## src/rtl/pipe_skid_stage_pkg.sv

```systemverilog
// Shared definitions for the two-entry skid stage: occupancy states
// and the default field widths of the packed payload.
package pipe_skid_stage_pkg;

    localparam int PCP4_W    = 32;
    localparam int MEM_W     = 32;
    localparam int BUSB_W    = 32;
    localparam int WBADDR_W  = 5;
    localparam int MEMTOREG_W = 2;
    localparam int REGWR_W   = 1;

    localparam int PAYLOAD_W = PCP4_W + MEM_W + BUSB_W
                             + WBADDR_W + MEMTOREG_W + REGWR_W;

    // Encoding equals the number of held entries.
    typedef enum logic [1:0] {
        ST_EMPTY = 2'd0,
        ST_ONE   = 2'd1,
        ST_FULL  = 2'd2
    } state_e;

endpackage

```

## src/rtl/sat_counter.sv

```systemverilog
// Saturating up-counter with synchronous clear (clear beats increment).
module sat_counter #(
    parameter int W = 16
) (
    input  logic         clk,
    input  logic         reset,
    input  logic         clr,
    input  logic         inc,
    output logic [W-1:0] cnt
);

    logic [W-1:0] cnt_q;
    logic [W-1:0] cnt_d;

    always_comb begin
        cnt_d = cnt_q;
        if (clr) begin
            cnt_d = '0;
        end else if (inc && (cnt_q != {W{1'b1}})) begin
            cnt_d = cnt_q + 1'b1;
        end
    end

    always_ff @(posedge clk or posedge reset) begin
        if (reset) begin
            cnt_q <= '0;
        end else begin
            cnt_q <= cnt_d;
        end
    end

    assign cnt = cnt_q;

endmodule

```

## src/rtl/pipe_skid_stage.sv

```systemverilog
// Two-entry skid pipeline stage with registered in_ready, flush
// and a saturating downstream-stall counter.
module pipe_skid_stage
    import pipe_skid_stage_pkg::*;
#(
    parameter int W     = PAYLOAD_W,
    parameter int CNT_W = 16
) (
    input  logic             clk,
    input  logic             reset,
    input  logic             in_valid,
    output logic             in_ready,
    input  logic [W-1:0]     in_data,
    input  logic             flush,
    output logic             out_valid,
    input  logic             out_ready,
    output logic [W-1:0]     out_data,
    output logic [1:0]       occupancy,
    output logic [CNT_W-1:0] stall_cnt,
    input  logic             stall_clr
);

    state_e         state_q;
    state_e         state_d;
    logic [W-1:0]   main_q;
    logic [W-1:0]   main_d;
    logic [W-1:0]   skid_q;
    logic [W-1:0]   skid_d;
    logic           in_ready_q;
    logic           accept;
    logic           issue;

    assign out_valid = (state_q != ST_EMPTY);
    assign accept    = in_valid & in_ready_q;
    assign issue     = out_valid & out_ready;

    always_comb begin
        state_d = state_q;
        main_d  = main_q;
        skid_d  = skid_q;
        if (flush) begin
            state_d = ST_EMPTY;
        end else begin
            unique case (state_q)
                ST_EMPTY: begin
                    if (accept) begin
                        state_d = ST_ONE;
                        main_d  = in_data;
                    end
                end
                ST_ONE: begin
                    if (accept && issue) begin
                        main_d = in_data;
                    end else if (accept) begin
                        state_d = ST_FULL;
                        skid_d  = in_data;
                    end else if (issue) begin
                        state_d = ST_EMPTY;
                    end
                end
                ST_FULL: begin
                    if (issue) begin
                        state_d = ST_ONE;
                        main_d  = skid_q;
                    end
                end
                default: state_d = ST_EMPTY;
            endcase
        end
    end

    // in_ready looks ahead at the next state so it can be a plain flop.
    always_ff @(posedge clk or posedge reset) begin
        if (reset) begin
            state_q    <= ST_EMPTY;
            main_q     <= '0;
            skid_q     <= '0;
            in_ready_q <= 1'b1;
        end else begin
            state_q    <= state_d;
            main_q     <= main_d;
            skid_q     <= skid_d;
            in_ready_q <= (state_d != ST_FULL);
        end
    end

    assign in_ready  = in_ready_q;
    assign out_data  = main_q;
    assign occupancy = state_q;

    sat_counter #(
        .W (CNT_W)
    ) u_stall_cnt (
        .clk   (clk),
        .reset (reset),
        .clr   (stall_clr),
        .inc   (out_valid & ~out_ready),
        .cnt   (stall_cnt)
    );

endmodule

```

## config.mk

```make
export PLATFORM = sky130hd
export DESIGN_NAME = pipe_skid_stage
export DESIGN_NICKNAME = d
export VERILOG_FILES = /design/src/rtl/pipe_skid_stage_pkg.sv /design/src/rtl/sat_counter.sv /design/src/rtl/pipe_skid_stage.sv
export SDC_FILE = /design/constraint.sdc
export NUM_CORES = 1
export LEC_CHECK = 0
export CAP_MARGIN = 20
export CORE_MARGIN = 2
export CORE_UTILIZATION = 40
export CTS_CLUSTER_SIZE = 16
export DETAILED_ROUTE_END_ITERATION = 16
export GPL_ROUTABILITY_DRIVEN = 0
export MAX_ROUTING_LAYER = met4
export PLACE_DENSITY = 0.75
export SETUP_SLACK_MARGIN = 0.02
export SLEW_MARGIN = 25
export SYNTH_ARGS = -nofsm -noshare
export SYNTH_HDL_FRONTEND = slang
export SYNTH_SLANG_ARGS = --single-unit
```

## constraint.sdc

```tcl
create_clock -name clk -period 16.8 [get_ports clk]
set_input_delay 1.68 -clock clk [delete_from_list [all_inputs] [get_ports clk]]
set_output_delay 1.68 -clock clk [all_outputs]
set_load 0.1 [all_outputs]
```

======== Word-level counts from Yosys, hierarchy flattened ========
Cells that the tools add are included.
word-level totals
  input port bits ......................... 110
  logic and storage cells ................. 40
  output and inout port bits .............. 124
  flip-flop bits (word level) ............. 227
cells by class
  mux-type cells .......................... 13
  equal/unequal tests ..................... 7
  bitwise logic cells ..................... 6
  $add $sub $neg .......................... 1
  reduce and logical (&&, ||, !) cells .... 8
operator list
  cell                                                             number
  104-bit 2-to-1 mux                                               3
  104-bit one-hot mux with 3 select lines                          1
  16-bit 2-to-1 mux                                                2
  16-bit by 1-bit adder with 16-bit output, second input constant  1
  16-bit != test, second input constant                            1
  2-bit 2-to-1 mux                                                 6
  2-bit != test, second input constant                             4
  2-bit one-hot mux with 3 select lines                            1
  5-bit AND reduction                                              1
  4-bit AND reduction                                              1
  2-bit nonzero test                                               2
  1-bit bitwise AND                                                3
  1-bit inverter                                                   3
  3-bit nonzero test                                               1
  2-bit by 1-bit == test with 1-bit output, second input constant  1
  2-bit == test, second input constant                             1
  1-bit logical AND                                                2
  2-bit zero test                                                  1

======== Longest topological paths before layout ========
Gate-level depths: netlist of run 1.
  word-level depth ........................ 8
  mapped depth ............................ 7

======== Cells and area by module ========
A second synthesis of run 1 with hierarchy kept.
unflattened totals
  cells, all modules ...................... 795
  area total of the unflattened synthesis .. 9745.6 µm²
by module, submodules not included
  module           area each (µm²)  cells an instance  times used  sequential area each (µm²)
  pipe_skid_stage  8813.5           694                1           5281.3
  sat_counter      932.1            101                1           400.4

======== Worst setup path before layout of run 1 ========
Ideal clock, no wire load.
  path kind ............................... reg-to-output
  start ................................... register state_q[0] (netlist: occupancy[0])
  end ..................................... output out_valid
  cell stages (with the launch flop) ...... 2
  setup slack ............................. 13.558 ns
  required time ........................... 15.120 ns
  arrival time ............................ 1.562 ns
  path through ............................ dfrtp_1 or2_2
between the ends
  longest elaborated chain between the ends .. 1
ends and longest elaborated chain
  element                 line                   RTL
  start, declared         pipe_skid_stage.sv:23  state_e state_q;
  start signal, assigned  pipe_skid_stage.sv:80  state_q <= state_d;
  2-bit nonzero test      pipe_skid_stage.sv:33  assign out_valid = (state_q != ST_EMPTY);
  end, declared           pipe_skid_stage.sv:15  output logic out_valid,
Every way passes these cells.

======== Final worst setup path of run 1 ========
Ends and elaborated chain as after synthesis.

==> results.yml, run 1 <==
final_layout:
  final_layout_size_suffix_gt1_share_pct: 18.27
  num-fill-cells: 2147
  antennaDiodeCount: 0
  fin_area_sq_um: 13550
  fin_nets: 1227
  areaGrowthSynthToFinish_pct: 34.38
worst_setup_path:
  critPathArrivalTime_ns: 2.46
  path_max_fanout: 8
  worstPathRequired_ns: 15.12
  critPathKind: "reg -> out"
  start_kind: "flop"
  crit_path_end_kind: "primary output"
power_and_ir_drop:
  p_seq_share_pct: 36.6
  leakage_nw: 6.113
  switchingPower_w: 0.0008001
  p_int_w: 0.001246
  sw_frac_of_total_pct: 39.10
  ir_drop_mv: 0.1008
  clkPwrFrac_pct: 27.7
  p_per_area_nw_per_um2: 151.0
  combPwrFrac_pct: 35.7
timing:
  rsz0062_at_grt: "no"
  setup_violations: 0
  totalNegativeSetupSlack_ns: 0
  period_share_pct: 24.63
  fin_worst_skew_ns: 0.007350
  tightest_slew_ns: 1.085
  slew-limit-headroom_pct: 27.41
  max_freq_mhz: 241.7
  hold_viol_final: 0
  min_period_ns: 4.138
  maxSlewViolCount: 0
synthesis:
  post-synth-top-area-fraction_pct: 56.09
  synth_area_sq_um: 10080
  yosysWarnings: 0
  seq_area_frac_synth_pct: 56.35
  syn_area_per_cell_sq_um: 11.23
  synthCells: 898
  yosysUniqueCellTypes: 37
  yosysTopAreaCell: "dfrtp_1"
  yosys-top-cells-area: "dfrtp_1 (56%), mux2_2 (17%), nand2_1 (12%), mux2_1 (6.8%), buf_2 (1.2%)"
  ys_seq_elements: 227
  synth.net_count: 1009
die:
  ios: 234
  initial_utilization_pct: 40.39
  die_h_um: 162.8
  fp-row-count: 58
  coreArea_sq_um: 24960
  die_x_um: 162.8
  dieArea_sq_um: 26490
grt:
  track_usage_pct: 18.44
  grt_antenna_before_repair: 0
  grt_max_degree: 102
  grt_pass1_vias: 7444
  grt_pass1_wl_um: 38480
  gr-total-overflow: 0
routing:
  drc: 0
  drtPass1Iterations: 4
  drtAntennaViolNets: 0
  routed_wl_um: 23710
  wl_per_cell_um: 16.20
  vias_per_cell: 5.001
  wl_met3_um: 1587
  top_layer: "met4"
  wl_met2_um: 11150
  via_count: 7316
  wl_met1_um: 10650
  drt_iter0_drc: 401
clocking:
  postCtsHoldBufs: 0
  root_buffer: "clkbuf_16"
  clk_pin_slew_ns: 0.06
  cts_buffers: 26
  ctsResizeCount: 0
  cts_tree: "done"
  insertion_delay_ns: 0.51
  htreeDepth: 1
  cts_num_sinks: 227
  clock_path_buffers: 3
  cts_setup_buffers: 0
placement:
  dp.final_hpwl_um: 14960
  placed_cell_area_sq_um: 12680
  port_buffers: 233
run:
  drv_cap: 0
outcome:
  status: "finished, final reports clean"
hold_path:
  hp-class: "reg -> reg"
==> logic make-up (layout without fill, tap and decap cells) <==
family	Yosys count	count (layout)	synth area share (%)
xor+xnor	1	1	0.08688
simple gates	375	375	15.47
buf+inv	56	291	2.680
compound gates	26	26	1.626
flops	227	227	56.35
fa+ha+maj	1	1	0.1241
mux	212	212	23.66
==> stage by stage <==
| stage | hold WS [ns] | cells | power, W | util (%) | setup slack [ns] |
|---|---|---|---|---|---|
| after global placement | 0.4656 | 1418 | 0.001476 | 50.78 | 12.53 |
| after CTS | 0.4872 | 1463 | 0.002070 | 54.28 | 12.63 |
| final | 0.4793 | 1463 | 0.002046 | 54.28 | 12.66 |
| after detailed placement | 0.4740 | 1418 | 0.001492 | 50.78 | 12.49 |
| after global routing | 0.4976 | 1463 | 0.002132 | 54.28 | 12.62 |
| after floorplan | 0.4792 | 898 | 0.001299 | - | 8.902 |
==> power by group through the flow <==
stage                     Sequential (W)  Combinational (W)  Clock (W)
after global placement          0.000750           0.000726          0
after detailed placement        0.000758           0.000734          0
after CTS                       0.000749           0.000736   0.000584
after global routing            0.000765           0.000760   0.000607
after floorplan                  0.00115           0.000153          0
final                           0.000749           0.000730   0.000567
==> sequential cells by signal (all words and copies together), names as in the netlist <==
register and count:
in_ready 1, u_stall_cnt.cnt 16, occupancy 2, skid_q 104
out_data 104
==> path summary, 6_finish.rpt <==
check / from / to / slack, ns / depth (start not counted)
worst max-delay path: occupancy[0] / out_valid / 12.66 / 2
worst min-delay path: out_data[9] / out_data[9] / 0.48 / 1
worst max register to register: occupancy[1] / out_data[92] / 13.98 / 5
worst min register to register: out_data[9] / out_data[9] / 0.48 / 1
max in group asynchronous: reset / skid_q[79] / 13.69 / 3
min in group asynchronous: reset / skid_q[14] / 1.72 / 2
==> Yosys cell counts, drive strengths merged <==
cell type and n:
or4 5, nor2b 4, nand2 321, or3 4, inv 6, xnor2 1
nand3 7, o31ai 5, nand2b 6, nand4 5, mux2 211, or2 1
a211oi 1, o31a 2, dfstp 1, and3b 1, o21ba 1, a21oi 11
buf 32, dfrtp 226, nor4 7, clkbuf 18, a2bb2oi 1, and3 2
o21ai 4, and4 1, nor3 2, and4b 1, a22oi 1, ha 1
mux2i 1, nor2 8
==> area by class of cell <==
| cell class | count | area (sq um) | area share [%] |
|---|---|---|---|
| repair buffers | 240 | 2385 | 17.60 |
| clock inverters | 2 | 38.79 | 0.2862 |
| flip-flops and latches | 227 | 5682 | 41.93 |
| clock buffers | 43 | 835.8 | 6.168 |
| inverters | 6 | 30.03 | 0.2216 |
| multi-input cells | 615 | 4167 | 30.75 |
| well taps | 330 | 412.9 | 3.047 |
==> routing by layer <==
layer  GRT usage (%)  vias up
met5               -        -
met4           3.258        0
met3           4.100       30
met2           29.95      201
met1           24.12     3637
li1                -     3448
==> cell usage in the layout (no fill, tap or decap), drive strengths merged <==
cell type	Yosys	final
clkdlybuf4s50	0	233
mux2	211	211
bufinv	0	1
nand2b	6	6
o31a	2	2
and3b	1	1
o31ai	5	5
nand2	321	321
or2	1	1
o21ai	4	4
and4b	1	1
nor3	2	2
nand3	7	7
a2bb2oi	1	1
mux2i	1	1
a211oi	1	1
a21oi	11	11
nor2b	4	4
nand4	5	5
xnor2	1	1
nor2	8	8
nor4	7	7
and3	2	2
dfstp	1	1
or4	5	5
inv	6	7
ha	1	1
a22oi	1	1
buf	32	7
o21ba	1	1
dfrtp	226	226
and4	1	1
or3	4	4
clkbuf	18	43
==> critical path, stage by stage (launching register included) <==
cell and delay [ns]:
dfrtp_1 0.55, or2_2 0.18, clkdlybuf4s50_1 1.19
(Power assumes the default switching activity.)
==> run 2: changes to the inputs <==
==> constraint.sdc (replaced) <==
create_clock -name clk -period 4.1 [get_ports clk]
set_input_delay 0.41 -clock clk [delete_from_list [all_inputs] [get_ports clk]]
set_output_delay 0.41 -clock clk [all_outputs]
set_load 0.1 [all_outputs]
==> run 2 against run 1 <==
Count of clock-buffer cells in the layout down 3. Register-to-register slack worse by 12 ns. Clock power rose to 4.0 times the previous value. Total power rose to 4.1 times the previous value. Utilization up 0.45 points. Global-route usage about the same. Clock skew up 0.0066 ns. Largest cell class unchanged.
==> results.yml, run 2 (same netlist as run 1, synthesis figures left out) <==
timing:
  setup_violations: 0
  hold_viol_final: 0
  tightest_slew_ns: 1.065
  fin_worst_skew_ns: 0.01395
  totalNegativeSetupSlack_ns: 0
  min_period_ns: 2.897
  rsz0062_at_grt: "no"
  fin_hold_ws_ns: 0.2637
  maxSlewViolCount: 0
  max_freq_mhz: 345.2
  slew-limit-headroom_pct: 28.76
  period_share_pct: 70.67
routing:
  via_count: 7334
  drtAntennaViolNets: 0
  routed_wl_um: 23680
  drtPass1Iterations: 4
  wl_per_cell_um: 16.08
  drc: 0
  drt_iter0_drc: 533
  vias_per_cell: 4.979
die:
  initial_utilization_pct: 40.39
  die_h_um: 162.8
  fp-row-count: 58
  ios: 234
  dieArea_sq_um: 26490
  coreArea_sq_um: 24960
  die_x_um: 162.8
grt:
  gr-total-overflow: 0
  track_usage_pct: 18.43
  grt_antenna_before_repair: 0
  grt_pass1_wl_um: 38650
  grt_pass1_vias: 7436
  grt_max_degree: 68
clocking:
  root_buffer: "clkbuf_16"
  insertion_delay_ns: 0.52
  htreeDepth: 1
  cts_buffers: 26
  clock_path_buffers: 3
  cts_setup_buffers: 0
  ctsResizeCount: 0
  cts_tree: "done"
  cts_num_sinks: 227
  clk_pin_slew_ns: 0.06
  postCtsHoldBufs: 0
final_layout:
  num-fill-cells: 2149
  fin_nets: 1234
  stdcell_count: 1473
  final_layout_size_suffix_gt1_share_pct: 19.07
  antennaDiodeCount: 0
  post-route-util_pct: 54.73
  layout_common_cells: "nand2_1 (321), clkdlybuf4s50_1 (233), dfrtp_1 (226), mux2_2 (150), mux2_1 (61)"
  areaGrowthSynthToFinish_pct: 35.49
  layout_commonest_cell: "nand2_1"
placement:
  placedCellCount: 1425
  port_buffers: 233
  dp.final_hpwl_um: 15260
worst_setup_path:
  path_max_fanout: 8
  crit_path_end_kind: "primary output"
  start_kind: "flop"
  worstPathRequired_ns: 3.69
  critPathKind: "reg -> out"
  critPathArrivalTime_ns: 2.49
power_and_ir_drop:
  leakage_nw: 6.161
  ir_drop_mv: 0.3954
  p_per_area_nw_per_um2: 610.8
  finalPower_w: 0.008345
run:
  drv_cap: 0
hold_path:
  hp-class: "in -> async"
outcome:
  status: "finished, final reports clean"
[run 2: cell count changes in the layout (fill, tap and decap cells not counted), sizes merged]
| cell | delta |
|---|---|
| buf | +7 |
| bufinv | -1 |
| clkbuf | -3 |
| clkinv | +6 |
| clkinvlp | +3 |
| inv | -2 |
[run 2: final timing paths]
path / start / end / slack, ns / cells past startpoint
min reg2reg: out_data[4] / out_data[4] / 0.48 / 1
min in group clk: out_data[4] / out_data[4] / 0.48 / 1
min: reset / u_stall_cnt.cnt[0] / 0.26 / 2
max: occupancy[0] / out_valid / 1.20 / 2
max reg2reg: occupancy[1] / out_data[55] / 1.76 / 6
max in group asynchronous: reset / out_data[78] / 3.08 / 3
[run 2: routing by layer]
metal / part of all wire, % / up-vias / track usage, %
met5: 0 / - / -
met4: 1.6 / 0 / 3.821
met3: 7.6 / 33 / 4.431
met2: 45 / 195 / 28.43
met1: 46 / 3639 / 24.94
li1: - / 3467 / -
[run 2: cell type report]
class	count	area, sq um	share of cell area, %
Multi-Input combinational cell	615	4167	30.50
Sequential cell	227	5682	41.59
Clock buffer	40	804.5	5.889
Timing Repair Buffer	247	2525	18.48
Inverter	6	26.28	0.1923
Tap cell	330	412.9	3.022
Clock inverter	8	45.04	0.3297
[run 2: through the flow]
stage / setup slack (ns) / area, sq um
finish: 1.203 / 13660
global route: 1.134 / 13660
CTS: 1.148 / 13660
global placement: 1.457 / 12790
detailed placement: 1.425 / 12810
floorplan: 0.7248 / 10090
[run 2: worst max-delay path, stage by stage (launching register included)]
cell and delay (ns):
dfrtp_1 0.55, or2_2 0.20, clkdlybuf4s50_1 1.19
[run 2: report_power, final]
| part | total (W) | internal, W | switching (W) |
|---|---|---|---|
| sequential | 0.00307 | 0.00278 | 0.000283 |
| combinational | 0.00301 | 0.000895 | 0.00212 |
| clock | 0.00227 | 0.00135 | 0.000922 |
